## src/rtl/adc_sched_pkg.sv

```systemverilog
// Shared types and default sizing for the ADC channel scheduler.
package adc_sched_pkg;

   localparam int unsigned NUM_CH  = 8;
   localparam int unsigned CH_W    = 3;
   localparam int unsigned DATA_W  = 12;
   localparam int unsigned GAP_W   = 16;
   localparam int unsigned TIMEOUT = 4096;
   localparam int unsigned TO_W    = $clog2(TIMEOUT);

   typedef enum logic [1:0] {
      IDLE  = 2'd0,
      ISSUE = 2'd1,
      WAIT  = 2'd2,
      RESP  = 2'd3
   } sched_state_e;

endpackage

```

## src/rtl/adc_channel_scheduler_rr_arbiter.sv

```systemverilog
// Combinational round-robin pick: first set request after ptr, wrapping.
module rr_arbiter #(
   parameter int unsigned N = 8,
   parameter int unsigned W = 3
) (
   input  logic [N-1:0] req,
   input  logic [W-1:0] ptr,
   output logic [W-1:0] grant_c,
   output logic         valid_c
);

   int unsigned idx;
   logic        found;

   always_comb begin
      grant_c = '0;
      found   = 1'b0;
      idx     = 0;
      for (int unsigned i = 1; i <= N; i++) begin
         idx = (32'(ptr) + i) % N;
         if (!found && req[W'(idx)]) begin
            grant_c = W'(idx);
            found   = 1'b1;
         end
      end
   end

   assign valid_c = |req;

endmodule

```

## src/rtl/adc_channel_scheduler.sv

```systemverilog
// Round-robin scheduler sharing one ADC engine among per-channel requesters,
// with a post-response idle gap and a per-conversion watchdog.
module adc_channel_scheduler #(
   parameter int unsigned NUM_CH  = adc_sched_pkg::NUM_CH,
   parameter int unsigned CH_W    = adc_sched_pkg::CH_W,
   parameter int unsigned DATA_W  = adc_sched_pkg::DATA_W,
   parameter int unsigned GAP_W   = adc_sched_pkg::GAP_W,
   parameter int unsigned TIMEOUT = adc_sched_pkg::TIMEOUT
) (
   input  logic              clock,
   input  logic              reset_n,
   input  logic [NUM_CH-1:0] req,
   input  logic [NUM_CH-1:0] enable,
   input  logic [GAP_W-1:0]  min_gap,
   output logic [NUM_CH-1:0] ack,
   output logic [DATA_W-1:0] result,
   output logic              err,
   output logic              sched_busy,
   output logic              conv_start,
   output logic [CH_W-1:0]   conv_ch,
   input  logic              conv_busy,
   input  logic              conv_done,
   input  logic [DATA_W-1:0] conv_data
);
   import adc_sched_pkg::*;

   localparam int unsigned TO_W = $clog2(TIMEOUT);

   sched_state_e      state, state_nxt;
   logic [GAP_W-1:0]  gap_cnt, gap_nxt;
   logic [CH_W-1:0]   ptr, ptr_nxt;
   logic [TO_W-1:0]   to_cnt, to_nxt;
   logic [NUM_CH-1:0] ack_nxt;
   logic [DATA_W-1:0] result_nxt;
   logic              err_nxt;
   logic              busy_nxt;
   logic              start_nxt;
   logic [CH_W-1:0]   ch_nxt;
   logic [CH_W-1:0]   arb_grant;
   logic              arb_valid;

   rr_arbiter #(.N(NUM_CH), .W(CH_W)) u_arb (
      .req     (req & enable),
      .ptr     (ptr),
      .grant_c (arb_grant),
      .valid_c (arb_valid)
   );

   always_ff @(posedge clock or negedge reset_n) begin
      if (!reset_n) begin
         state      <= IDLE;
         gap_cnt    <= '0;
         ptr        <= CH_W'(NUM_CH - 1);
         to_cnt     <= '0;
         ack        <= '0;
         result     <= '0;
         err        <= 1'b0;
         sched_busy <= 1'b0;
         conv_start <= 1'b0;
         conv_ch    <= '0;
      end else begin
         state      <= state_nxt;
         gap_cnt    <= gap_nxt;
         ptr        <= ptr_nxt;
         to_cnt     <= to_nxt;
         ack        <= ack_nxt;
         result     <= result_nxt;
         err        <= err_nxt;
         sched_busy <= busy_nxt;
         conv_start <= start_nxt;
         conv_ch    <= ch_nxt;
      end
   end

   // Outputs are computed one state ahead so they land registered in the target state.
   always_comb begin
      state_nxt  = state;
      gap_nxt    = gap_cnt;
      ptr_nxt    = ptr;
      to_nxt     = to_cnt;
      ack_nxt    = '0;
      result_nxt = result;
      err_nxt    = err;
      start_nxt  = 1'b0;
      ch_nxt     = conv_ch;

      case (state)
         IDLE: begin
            if (gap_cnt != '0) begin
               gap_nxt = gap_cnt - 1'b1;
            end else if (!conv_busy && arb_valid) begin
               ch_nxt    = arb_grant;
               ptr_nxt   = arb_grant;
               start_nxt = 1'b1;
               state_nxt = ISSUE;
            end
         end
         ISSUE: begin
            to_nxt    = '0;
            state_nxt = WAIT;
         end
         WAIT: begin
            to_nxt = to_cnt + 1'b1;
            // A requester that withdrew keeps its turn consumed but gets no ACK.
            if (conv_done) begin
               result_nxt = conv_data;
               err_nxt    = 1'b0;
               ack_nxt    = req[conv_ch] ? (NUM_CH'(1) << conv_ch) : '0;
               state_nxt  = RESP;
            end else if (to_cnt == TO_W'(TIMEOUT - 1)) begin
               result_nxt = '0;
               err_nxt    = 1'b1;
               ack_nxt    = req[conv_ch] ? (NUM_CH'(1) << conv_ch) : '0;
               state_nxt  = RESP;
            end
         end
         RESP: begin
            gap_nxt   = min_gap;
            state_nxt = IDLE;
         end
         default: state_nxt = IDLE;
      endcase

      busy_nxt = (state_nxt != IDLE);
   end

endmodule

```

## config.mk

```make
export PLATFORM = sky130hd
export DESIGN_NAME = adc_channel_scheduler
export DESIGN_NICKNAME = d
export VERILOG_FILES = /design/src/rtl/adc_sched_pkg.sv /design/src/rtl/adc_channel_scheduler_rr_arbiter.sv /design/src/rtl/adc_channel_scheduler.sv
export SDC_FILE = /design/constraint.sdc
export NUM_CORES = 1
export LEC_CHECK = 0
export ABC_AREA = 1
export CAP_MARGIN = 20
export CORE_MARGIN = 8
export CORE_UTILIZATION = 52
export DETAILED_ROUTE_END_ITERATION = 12
export HOLD_SLACK_MARGIN = 0.08
export PLACE_DENSITY = 0.81
export SLEW_MARGIN = 30
export SYNTH_ARGS = -nofsm -noshare
export SYNTH_HDL_FRONTEND = slang
export SYNTH_SLANG_ARGS = --single-unit
```

## constraint.sdc

```tcl
create_clock -name clock -period 3.1 [get_ports clock]
set_input_delay 0.62 -clock clock [delete_from_list [all_inputs] [get_ports clock]]
set_output_delay 0.62 -clock clock [all_outputs]
set_load 0.02 [all_outputs]
```

==> impl_metrics.tcl <==
set metrics [dict create \
    first_pass_iters 6 \
    maxSlewHeadroom_pct 58.6 \
    arrival_ns 2.82 \
    ant_nets 0 \
    insertion_delay_ns 0.34 \
    layout-drive-gt1-share_pct 7.89 \
    route.detailed.drc 0 \
    num_rows 30 \
    endpoint_kind "flip-flop" \
    drt_iter0_drc 310 \
    portBuffers 73 \
    synth-simple-area-share_pct 32.4 \
    initial_core_util_pct 53.1 \
    synth_area_leaders "dfrtp_1, nand2_1, nand3_1, inv_1, nor2_1" \
    ctsResizeCount 0 \
    drv_slew 0 \
    hold_violations 0 \
    wirelength_mm 9.84 \
    synth_top_family_by_area "simple AND/OR/NAND/NOR gates" \
    numCtsBuffers 9 \
    finalCriticalPeriod_ns 2.59 \
    yosys_warnings 0 \
    routabilityCongestion 1.03 \
    synth_compound_area_share_pct 13.0 \
    powerDensity_nw_per_um2 455 \
    synth_xor_xnor_area_share_pct 2.91 \
    layout.nets 608 \
    finalSetupTns_ns 0 \
    nFillCells 570 \
    yosysTopAreaCell "dfrtp_1" \
    grt_max_degree 35 \
    synth_top_area_share_pct 39.3 \
    diodes 0 \
    cts_tree "built" \
    path_max_fanout 11 \
    holdWs_ns 0.287 \
    grt_pass1_wl_mm 16.6 \
    clkSinkCount 59 \
    synth_cell_types 42 \
    die_area_um2 9770 \
    multiInputGateArea_um2 1820 \
    finalCritPeriodShare_pct 83.7 \
    ys_seq_elements 59 \
    syn_to_final_growth_pct 29.2 \
    grt_usage_pct 20.9 \
    synthMuxAreaShare_pct 0 \
    layout_commonest_cell "nand2_1" \
    final_cell_mix "nand2_1, clkdlybuf4s50_1, dfrtp_1" \
    rsz0062_at_grt "false" \
    stdcell_area_um2 4610 \
    hold_buffers 0 \
    regArea_um2 1480 \
    vdd_drop_max_uv 257 \
    p_leak_nw 2.26 \
    clk_path_buf_depth 2 \
    stdcell_count 638 \
    dp_hpwl_mm 7.45 \
    coreArea_um2 6720 \
    crit_required_ns 3.33 \
    grt_overflow 0 \
    first_global_vias 3509 \
    pre_cts_ws_ns 0.542 \
    grt_antenna_before_repair 0 \
    startpoint_type "flip-flop" \
    fmax_mhz 385 \
    seq_area_frac_synth_pct 41.5 \
    die-width_um 98.8 \
    critical_path_class "reg -> reg" \
    dieHeight_um 98.8 \
    vias_per_cell 5.58 \
    hold_class "in -> async" \
    cts_max_level 3 \
    synth_area_um2 3570 \
    root_buffer "clkbuf_8" \
    post_cts_buffers 0 \
    syn_area_per_cell_um2 7.47 \
    clkTransAtPathRegs_ns 0.07 \
    setup_slack_ns 0.506 \
    drv_cap 0 \
    worstMarginPinSlew_ns 0.620 \
    synth_fa_ha_area_share_pct 2.45 \
    placed_area_um2 4380 \
    dpl.cell_count 622 \
    vias 3562 \
    fin_skew_ns 0.0125 \
    setup_viol 0 \
    wl_per_cell_um 15.4 \
    syn-num-nets 533 \
    syn_inst 478 \
    outcome "completed" \
    io_pins 74 \
]
==> worst max-delay path: stages, from the launching register on <==
cell and delay (ns):
dfstp_2 0.54, inv_2 0.08, ha_1 0.51, inv_1 0.18, nand3_1 0.12, nand3_1 0.08, nand2_2 0.16, nand3_4 0.10
nor2_4 0.16, nand2_2 0.11, nor3_4 0.16, a21oi_1 0.09, nand2_1 0.11, nand2_1 0.06
==> sequential cells by signal, indices dropped and copies added (netlist names) <==
| name | count |
|---|---|
| gap_cnt | 16 |
| result | 12 |
| to_cnt | 12 |
| ack | 8 |
| conv_ch | 3 |
| ptr | 3 |
| state | 2 |
| conv_start | 1 |
| err | 1 |
| sched_busy | 1 |
==> logic make-up after synthesis <==
family / Yosys count
flip-flops: 59
XOR/XNOR: 8
adder cells (fa/ha/maj): 7
AND/OR/NAND/NOR: 264
AO/OA/AOI/OAI: 71
buffers and inverters: 69
==> worst paths after layout <==
kind	start	cells after the start	slack, ns	to
min in group clock	err	2	0.49	err
setup / recovery	ptr[0]	13	0.51	conv_ch[1]
hold / removal	reset_n	1	0.29	gap_cnt[8]
setup reg to reg	ptr[0]	13	0.51	conv_ch[1]
max in group asynchronous	reset_n	2	2.14	ptr[2]
hold reg to reg	err	2	0.49	err
==> power breakdown <==
part	switching, mW	total (mW)	internal (mW)
clock	0.301	0.796	0.495
sequential	0.0583	0.900	0.842
combinational	0.220	0.399	0.179
==> Yosys cell counts (all sizes together) <==
master / count
o21ai: 20
inv: 53
nand3b: 1
nor2: 44
dfrtp: 56
buf: 5
a32o: 1
a22o: 12
nand4: 6
o22ai: 3
dfstp: 3
nor3: 19
o21a: 1
xnor2: 2
and3: 1
xor2: 6
o211ai: 8
or2: 2
ha: 7
a221oi: 1
a21oi: 13
a41o: 1
a31oi: 6
clkbuf: 10
o2111ai: 1
nand2: 137
a31o: 1
a22oi: 2
nand3: 51
o21bai: 1
clkinv: 1
nor3b: 3
==> metal layers <==
layer | GRT usage, % | wire [um]
met1 | 26.7 | 4310
met2 | 32.6 | 4390
met3 | 7.54 | 1020
met4 | 5.43 | 122
met5 | 0 | 0
==> layout make-up <==
| cell class | instances | area share (%) |
|---|---|---|
| multi-input combinational | 350 | 39.4 |
| tap | 80 | 2.17 |
| timing repair buffer | 79 | 17.0 |
| clock buffer | 12 | 3.37 |
| clock inverter | 4 | 1.57 |
| sequential | 59 | 32.1 |
| inverter | 54 | 4.40 |
==> per-stage QoR <==
step / power, mW / utilization (%)
global placement: 1.29 / 65.2
detailed placement: 1.30 / 65.2
finish: 2.10 / 68.6
global route: 2.21 / 68.6
CTS: 2.10 / 68.6
floorplan: 1.16 / -
Note: power is estimated with default switching activity, not from simulation.
